### src/rtl/addsub_pkg.sv
// Shared definitions for the digit-serial adder/subtractor: op codes, FSM states
// and signed saturation limits.
package addsub_pkg;

    localparam logic [1:0] OP_ADD  = 2'b00;
    localparam logic [1:0] OP_SUB  = 2'b01;
    localparam logic [1:0] OP_ADDS = 2'b10;
    localparam logic [1:0] OP_SUBS = 2'b11;

    localparam int unsigned MAX_W = 64;

    typedef enum logic [1:0] {
        IDLE   = 2'd0,
        CALC   = 2'd1,
        FINISH = 2'd2,
        DONE   = 2'd3
    } state_e;

    // Largest positive two's-complement value of width w, zero-extended to MAX_W.
    function automatic logic [MAX_W-1:0] sat_max(input int unsigned w);
        return (MAX_W'(1) << (w - 1)) - MAX_W'(1);
    endfunction

    // Most negative two's-complement value of width w (only bit w-1 set).
    function automatic logic [MAX_W-1:0] sat_min(input int unsigned w);
        return MAX_W'(1) << (w - 1);
    endfunction

endpackage

### src/rtl/addsub_seq_if.sv
// Valid/ready request and response bundle for addsub_seq.
interface addsub_seq_if #(
    parameter int unsigned WIDTH = 8
);
    logic             in_valid;
    logic             in_ready;
    logic [WIDTH-1:0] a;
    logic [WIDTH-1:0] b;
    logic [1:0]       op;
    logic             out_valid;
    logic             out_ready;
    logic [WIDTH-1:0] result;
    logic             carry;
    logic             overflow;
    logic             zero;
    logic             negative;

    modport master (
        output in_valid, a, b, op, out_ready,
        input  in_ready, out_valid, result, carry, overflow, zero, negative
    );

    modport slave (
        input  in_valid, a, b, op, out_ready,
        output in_ready, out_valid, result, carry, overflow, zero, negative
    );
endinterface

### src/rtl/addsub_chunk.sv
// Combinational CHUNK-bit ripple slice; reused every cycle for the next digit.
module addsub_chunk #(
    parameter int unsigned CHUNK = 4
) (
    input  logic [CHUNK-1:0] x,
    input  logic [CHUNK-1:0] y,
    input  logic             cin,
    output logic [CHUNK-1:0] sum,
    output logic             cout
);
    localparam int unsigned SW = CHUNK + 1;

    assign {cout, sum} = SW'(x) + SW'(y) + SW'(cin);
endmodule

### src/rtl/addsub_seq.sv
// Multi-cycle add/subtract with signed saturation and status flags; operands are
// consumed one CHUNK-bit digit per cycle, LSB digit first.
module addsub_seq #(
    parameter int unsigned WIDTH = 8,
    parameter int unsigned CHUNK = 4
) (
    input logic         clk,
    input logic         rst,
    addsub_seq_if.slave bus
);
    import addsub_pkg::*;

    localparam int unsigned NCHUNK = WIDTH / CHUNK;
    localparam int unsigned IDX_W  = (NCHUNK > 1) ? $clog2(NCHUNK) : 1;
    localparam int unsigned MSB    = WIDTH - 1;
    localparam logic [WIDTH-1:0] SAT_MAX = WIDTH'(sat_max(WIDTH));
    localparam logic [WIDTH-1:0] SAT_MIN = WIDTH'(sat_min(WIDTH));
    localparam logic [IDX_W-1:0] LAST_IDX = IDX_W'(NCHUNK - 1);

    if (WIDTH < 2 || CHUNK == 0 || WIDTH > MAX_W || (WIDTH % CHUNK) != 0) begin : g_param_check
        $error("addsub_seq: WIDTH must be in 2..64 and a multiple of CHUNK");
    end

    state_e           state_q, state_d;
    logic [WIDTH-1:0] a_q, a_d;
    logic [WIDTH-1:0] b_q, b_d;
    logic [1:0]       op_q, op_d;
    logic [IDX_W-1:0] idx_q, idx_d;
    logic             cy_q, cy_d;
    logic [WIDTH-1:0] raw_q, raw_d;
    logic             in_ready_q, in_ready_d;
    logic             out_valid_q, out_valid_d;
    logic [WIDTH-1:0] result_q, result_d;
    logic             carry_q, carry_d;
    logic             overflow_q, overflow_d;
    logic             zero_q, zero_d;
    logic             negative_q, negative_d;

    int unsigned      base_c;
    logic [CHUNK-1:0] x_c, y_c, sum_c;
    logic             cout_c;
    logic             ovf_c;
    logic [WIDTH-1:0] final_c;

    assign base_c = 32'(idx_q) * CHUNK;
    assign x_c    = a_q[base_c +: CHUNK];
    assign y_c    = b_q[base_c +: CHUNK];

    addsub_chunk #(.CHUNK(CHUNK)) u_chunk (
        .x   (x_c),
        .y   (y_c),
        .cin (cy_q),
        .sum (sum_c),
        .cout(cout_c)
    );

    // Overflow is judged on the raw sum; saturation direction follows the sign of a.
    assign ovf_c   = (a_q[MSB] == b_q[MSB]) && (raw_q[MSB] != a_q[MSB]);
    assign final_c = (op_q[1] && ovf_c) ? (a_q[MSB] ? SAT_MIN : SAT_MAX) : raw_q;

    always_comb begin
        state_d    = state_q;
        a_d        = a_q;
        b_d        = b_q;
        op_d       = op_q;
        idx_d      = idx_q;
        cy_d       = cy_q;
        raw_d      = raw_q;
        result_d   = result_q;
        carry_d    = carry_q;
        overflow_d = overflow_q;
        zero_d     = zero_q;
        negative_d = negative_q;

        case (state_q)
            IDLE: begin
                if (bus.in_valid && in_ready_q) begin
                    a_d     = bus.a;
                    b_d     = bus.op[0] ? ~bus.b : bus.b;
                    op_d    = bus.op;
                    idx_d   = '0;
                    cy_d    = bus.op[0];
                    raw_d   = '0;
                    state_d = CALC;
                end
            end
            CALC: begin
                raw_d[base_c +: CHUNK] = sum_c;
                cy_d = cout_c;
                if (idx_q == LAST_IDX) begin
                    state_d = FINISH;
                end else begin
                    idx_d = idx_q + IDX_W'(1);
                end
            end
            FINISH: begin
                result_d   = final_c;
                carry_d    = cy_q;
                overflow_d = ovf_c;
                zero_d     = (final_c == '0);
                negative_d = final_c[MSB];
                state_d    = DONE;
            end
            DONE: begin
                if (bus.out_ready) begin
                    state_d = IDLE;
                end
            end
            default: state_d = IDLE;
        endcase

        in_ready_d  = (state_d == IDLE);
        out_valid_d = (state_d == DONE);
    end

    always_ff @(posedge clk) begin
        if (rst) begin
            state_q     <= IDLE;
            a_q         <= '0;
            b_q         <= '0;
            op_q        <= '0;
            idx_q       <= '0;
            cy_q        <= 1'b0;
            raw_q       <= '0;
            in_ready_q  <= 1'b1;
            out_valid_q <= 1'b0;
            result_q    <= '0;
            carry_q     <= 1'b0;
            overflow_q  <= 1'b0;
            zero_q      <= 1'b0;
            negative_q  <= 1'b0;
        end else begin
            state_q     <= state_d;
            a_q         <= a_d;
            b_q         <= b_d;
            op_q        <= op_d;
            idx_q       <= idx_d;
            cy_q        <= cy_d;
            raw_q       <= raw_d;
            in_ready_q  <= in_ready_d;
            out_valid_q <= out_valid_d;
            result_q    <= result_d;
            carry_q     <= carry_d;
            overflow_q  <= overflow_d;
            zero_q      <= zero_d;
            negative_q  <= negative_d;
        end
    end

    assign bus.in_ready  = in_ready_q;
    assign bus.out_valid = out_valid_q;
    assign bus.result    = result_q;
    assign bus.carry     = carry_q;
    assign bus.overflow  = overflow_q;
    assign bus.zero      = zero_q;
    assign bus.negative  = negative_q;
endmodule

### src/flat_wrapper.sv
// flat-port wrapper written by rule: the top's interface ports become plain ports
module addsub_seq_flat import addsub_pkg::*;
#(
    parameter int unsigned WIDTH = 8,
    parameter int unsigned CHUNK = 4
)
  (clk, rst, bus_in_valid, bus_a, bus_b, bus_op, bus_out_ready, bus_in_ready, bus_out_valid, bus_result, bus_carry, bus_overflow, bus_zero, bus_negative);
  addsub_seq_if #(.WIDTH(WIDTH)) bus_i ();
  input logic clk;
  input logic rst;
  input wire logic [$bits(bus_i.in_valid)-1:0] bus_in_valid;
  input wire logic [$bits(bus_i.a)-1:0] bus_a;
  input wire logic [$bits(bus_i.b)-1:0] bus_b;
  input wire logic [$bits(bus_i.op)-1:0] bus_op;
  input wire logic [$bits(bus_i.out_ready)-1:0] bus_out_ready;
  output wire logic [$bits(bus_i.in_ready)-1:0] bus_in_ready;
  output wire logic [$bits(bus_i.out_valid)-1:0] bus_out_valid;
  output wire logic [$bits(bus_i.result)-1:0] bus_result;
  output wire logic [$bits(bus_i.carry)-1:0] bus_carry;
  output wire logic [$bits(bus_i.overflow)-1:0] bus_overflow;
  output wire logic [$bits(bus_i.zero)-1:0] bus_zero;
  output wire logic [$bits(bus_i.negative)-1:0] bus_negative;
  assign bus_i.in_valid = bus_in_valid;
  assign bus_i.a = bus_a;
  assign bus_i.b = bus_b;
  assign bus_i.op = bus_op;
  assign bus_i.out_ready = bus_out_ready;
  assign bus_in_ready = bus_i.in_ready;
  assign bus_out_valid = bus_i.out_valid;
  assign bus_result = bus_i.result;
  assign bus_carry = bus_i.carry;
  assign bus_overflow = bus_i.overflow;
  assign bus_zero = bus_i.zero;
  assign bus_negative = bus_i.negative;
  addsub_seq #(.WIDTH(WIDTH), .CHUNK(CHUNK)) u_core (.clk(clk), .rst(rst), .bus(bus_i));
endmodule
### config.mk
export PLATFORM = sky130hd
export DESIGN_NAME = addsub_seq_flat
export DESIGN_NICKNAME = d
export VERILOG_FILES = /design/src/rtl/addsub_pkg.sv /design/src/rtl/addsub_seq_if.sv /design/src/rtl/addsub_chunk.sv /design/src/rtl/addsub_seq.sv /design/src/flat_wrapper.sv
export SDC_FILE = /design/constraint.sdc
export NUM_CORES = 1
export LEC_CHECK = 0
export ABC_AREA = 1
export CAP_MARGIN = 40
export CORE_ASPECT_RATIO = 1.1
export CORE_MARGIN = 4
export CORE_UTILIZATION = 35
export DETAILED_ROUTE_END_ITERATION = 7
export PLACE_DENSITY = 0.58
export SYNTH_ARGS = -nofsm -noshare
export SYNTH_HDL_FRONTEND = slang
export SYNTH_SLANG_ARGS = --single-unit
### constraint.sdc
create_clock -name clk -period 2.7 [get_ports clk]
set_clock_uncertainty 0.15 [all_clocks]
set_input_delay 0.27 -clock clk [delete_from_list [all_inputs] [get_ports clk]]
set_output_delay 0.27 -clock clk [all_outputs]
set_load 0.01 [all_outputs]
==> out/results.txt <==
Result of the run: finished, final reports clean
Clock latency of the later-clocked register in the worst-skew pair: 0.29 ns
CTS Hold Buffers Added: 0
Post-Synth Simple-Gate Area: 25.0%
Type of origin of the critical path: register
Worst-case reg-to-reg path depth: 9
Layout cells sized above 1: 10.7%
Post-cts sizing count: 0
Number of remaining DRC errors: 0
First DRT Iteration DRCs: 53
Nature of the critical path endpoint: register
Clock Root Buffer: clkbuf_8
DPL Wire Length: 2960 um
Overall routed net length: 3870 um
Global route overflow: 0
Proportion of synthesized area in mux cells: 0%
Setup repair after global routing missed its margin: false
Maximum level of the CTS H-tree: 2
Synthesized-area fraction occupied by xor and xnor cells: 4.45%
CTS Buffer Depth: 2
Antenna Diode Count: 0
Worst-case vdd ir drop: 271 uV
Compound-gate portion of the synthesized area: 16.5%
Asr flop ratio synth: 0%
Final weighted congestion in routability-driven placement: 0.817
Power Dens Cells: 646 nW/um^2
Instance count along the most critical hold path: 2
Number of I/O pins: 36
Number of port buffers: 35
Final sum of negative setup slack: 0 ns
Total clock buffers created by CTS: 5
Via density per instance: 4.55
Initial antenna violation count: 0
Total count of max-transition violations in the final report: 0
Main combinational cell family by area after synthesis: simple AND/OR/NAND/NOR gates
Clock slew seen by the registers of the worst setup and hold paths: 0.08 ns
Slew @ Worst Pin: 0.504 ns
Area growth, synth to finish: 25.9%
Commonest register cell after synthesis: dfxtp_1
Crit path time final: 2.28 ns
Path class of the lowest-slack min-delay path: register to register
Post-synthesis adder-cell area fraction: 3.94%
Average wire per cell in the routed design: 10.6 um
DIE HEIGHT: 86.7 um
Reported max-cap violation count: 0
Cell area after synthesis: 1970 sq um
Routed Antenna Nets: 0
First drt pass iteration count: 4
Post-Synthesis Net Count: 282
Final setup violation count: 0
Slew headroom: 66.4%
Data required time at the worst endpoint: 2.72 ns
Yosys warning total: 0
Die ar.: 6890 sq um
Initial core utilization: 36.3%
Largest net degree at the start of global routing: 23
Largest fanout on the critical path: 8
Signal arrival time at the worst endpoint: 2.31 ns
Placed inst area: 2380 sq um
TritonCTS clock tree: built
Fraction of the cycle the final worst path needs: 84.6%
Total core area: 5430 sq um
Floorplan die width: 79.5 um
Vias in the first global route: 1549
Static power due to leakage: 1.01 nW
Avg Cell Area, Syn: 7.72 sq um
Cell count after synthesis: 255
Standard-cell row count: 28
Global-route usage over all layers: 12.6%
Category of the most critical setup path: register to register
Final net count: 316
Sequential cell area fraction in the yosys report: 42.7%
Number of enable flip-flop cells after synthesis: 0
Number of setup buffers added after CTS: 0
Cell area after layout: 2480 sq um
Count of distinct cell types in the synthesized netlist: 29
Sinks on Clock Net: 42
Count of vias placed by the detailed router: 1662
Fin. Hold Viols: 0
Upper clock frequency limit: 438 MHz
Number of flip-flops and latches in the synthesized netlist: 42
Wire length of the first global-routing pass: 6860 um
-- metrics by stage --
step | total power, mW | utilization (%) | hold slack, ns | setup slack, ns | instances
6_report | 1.60 | 45.7 | 0.302 | 0.415 | 365
5_1_grt | 1.72 | 45.7 | 0.325 | 0.226 | 365
4_1_cts | 1.63 | 45.7 | 0.308 | 0.416 | 365
3_5_place_dp | 1.21 | 43.9 | 0.297 | 0.425 | 357
3_3_place_gp | 1.20 | 43.9 | 0.293 | 0.506 | 357
2_1_floorplan | 1.07 | - | 0.274 | 0.363 | 255
-- flip-flops by register name, indices dropped and copies added (netlist names) --
signal / cells
u_core.bus.carry: 1
u_core.bus.overflow: 1
u_core.bus.out_valid: 1
u_core.raw_q: 8
u_core.a_q: 8
u_core.bus.zero: 1
u_core.bus.in_ready: 1
u_core.idx_q: 1
u_core.b_q: 8
u_core.state_q: 2
u_core.op_q: 1
u_core.bus.result: 8
u_core.cy_q: 1
-- area by class of cell --
type,instances,area [sq um]
fillers,574,2950
multi-input cells,177,981
flip-flops and latches,42,841
repair buffers,38,373
inverters,25,96.3
well taps,75,93.8
clock buffers,6,82.6
clock inverters,2,12.5
-- per-layer routing --
layer | global-route usage, % | vias to the layer above | part of all wire (%)
li1 | - | 892 | -
met1 | 14.8 | 723 | 46
met2 | 21.6 | 38 | 47
met3 | 3.53 | 9 | 5.2
met4 | 4.69 | 0 | 1.9
met5 | 0 | - | 0
-- path summary, 6_finish.rpt --
kind / from / end / slack [ns]
setup / recovery: u_core.idx_q / u_core.cy_q / 0.42
hold / removal: u_core.b_q[3] / u_core.b_q[3] / 0.30
setup reg to reg: u_core.idx_q / u_core.cy_q / 0.42
hold reg to reg: u_core.b_q[3] / u_core.b_q[3] / 0.30
-- power by group --
part	switching, mW	internal [mW]	leakage (nW)
Combinational	0.257	0.183	0.618
Sequential	0.0509	0.694	0.343
Clock	0.213	0.205	0.0472
Total	0.520	1.08	1.01
-- kinds of logic (layout without fill, tap and decap cells) --
family / after synthesis / after routing
AND/OR/NAND/NOR: 104 / 104
AO/OA/AOI/OAI: 58 / 58
flip-flops: 42 / 42
XOR/XNOR: 10 / 10
adder cells (fa/ha/maj): 5 / 5
buffers and inverters: 36 / 71
-- critical path, cell delays in order, from the launching register on --
cell and delay, ns:
dfxtp_1 0.38, buf_4 0.20, nand2_1 0.06, o21ai_0 0.11, fa_1 0.44, fa_1 0.41
a21oi_1 0.16, o21ai_0 0.09, o211ai_1 0.09, a21oi_1 0.08
-- Yosys cell counts (3+ instances only) --
cell type | count | area, sq um
ha_1 | 3 | 37.5
dfxtp_1 | 42 | 841
o21ai_0 | 27 | 135
nand2_2 | 4 | 25.0
buf_2 | 4 | 20.0
nand4_1 | 3 | 18.8
xnor2_1 | 3 | 26.3
nor2_1 | 35 | 131
clkbuf_1 | 5 | 18.8
a211oi_1 | 3 | 22.5
inv_1 | 18 | 67.6
a21oi_1 | 21 | 105
inv_2 | 6 | 22.5
nor2_4 | 3 | 33.8
nand3_1 | 6 | 30.0
xor2_1 | 7 | 61.3
nand2_1 | 49 | 184
o211ai_1 | 4 | 30.0
-- placed cells by master (no fill, tap or decap) --
cell / synthesis / routed
nand2_1: 49 / 49
dfxtp_1: 42 / 42
nor2_1: 35 / 35
clkdlybuf4s50_1: 0 / 35
o21ai_0: 27 / 27
a21oi_1: 21 / 21
inv_1: 18 / 18
xor2_1: 7 / 7
inv_2: 6 / 6
nand3_1: 6 / 6
clkbuf_8: 0 / 6
nand2_2: 4 / 4
o211ai_1: 4 / 4
nor2_4: 3 / 3
nand4_1: 3 / 3
xnor2_1: 3 / 3
a211oi_1: 3 / 3
ha_1: 3 / 3
buf_4: 1 / 3
fa_1: 2 / 2
inv_4: 1 / 1
nor2_8: 1 / 1
nand4_4: 1 / 1
a21oi_4: 1 / 1
nand3_4: 1 / 1
nand3_2: 1 / 1
a21oi_2: 1 / 1
a31oi_1: 1 / 1
clkinvlp_4: 0 / 1
clkinv_2: 0 / 1
No activity file was read; power rests on OpenSTA's default activity.
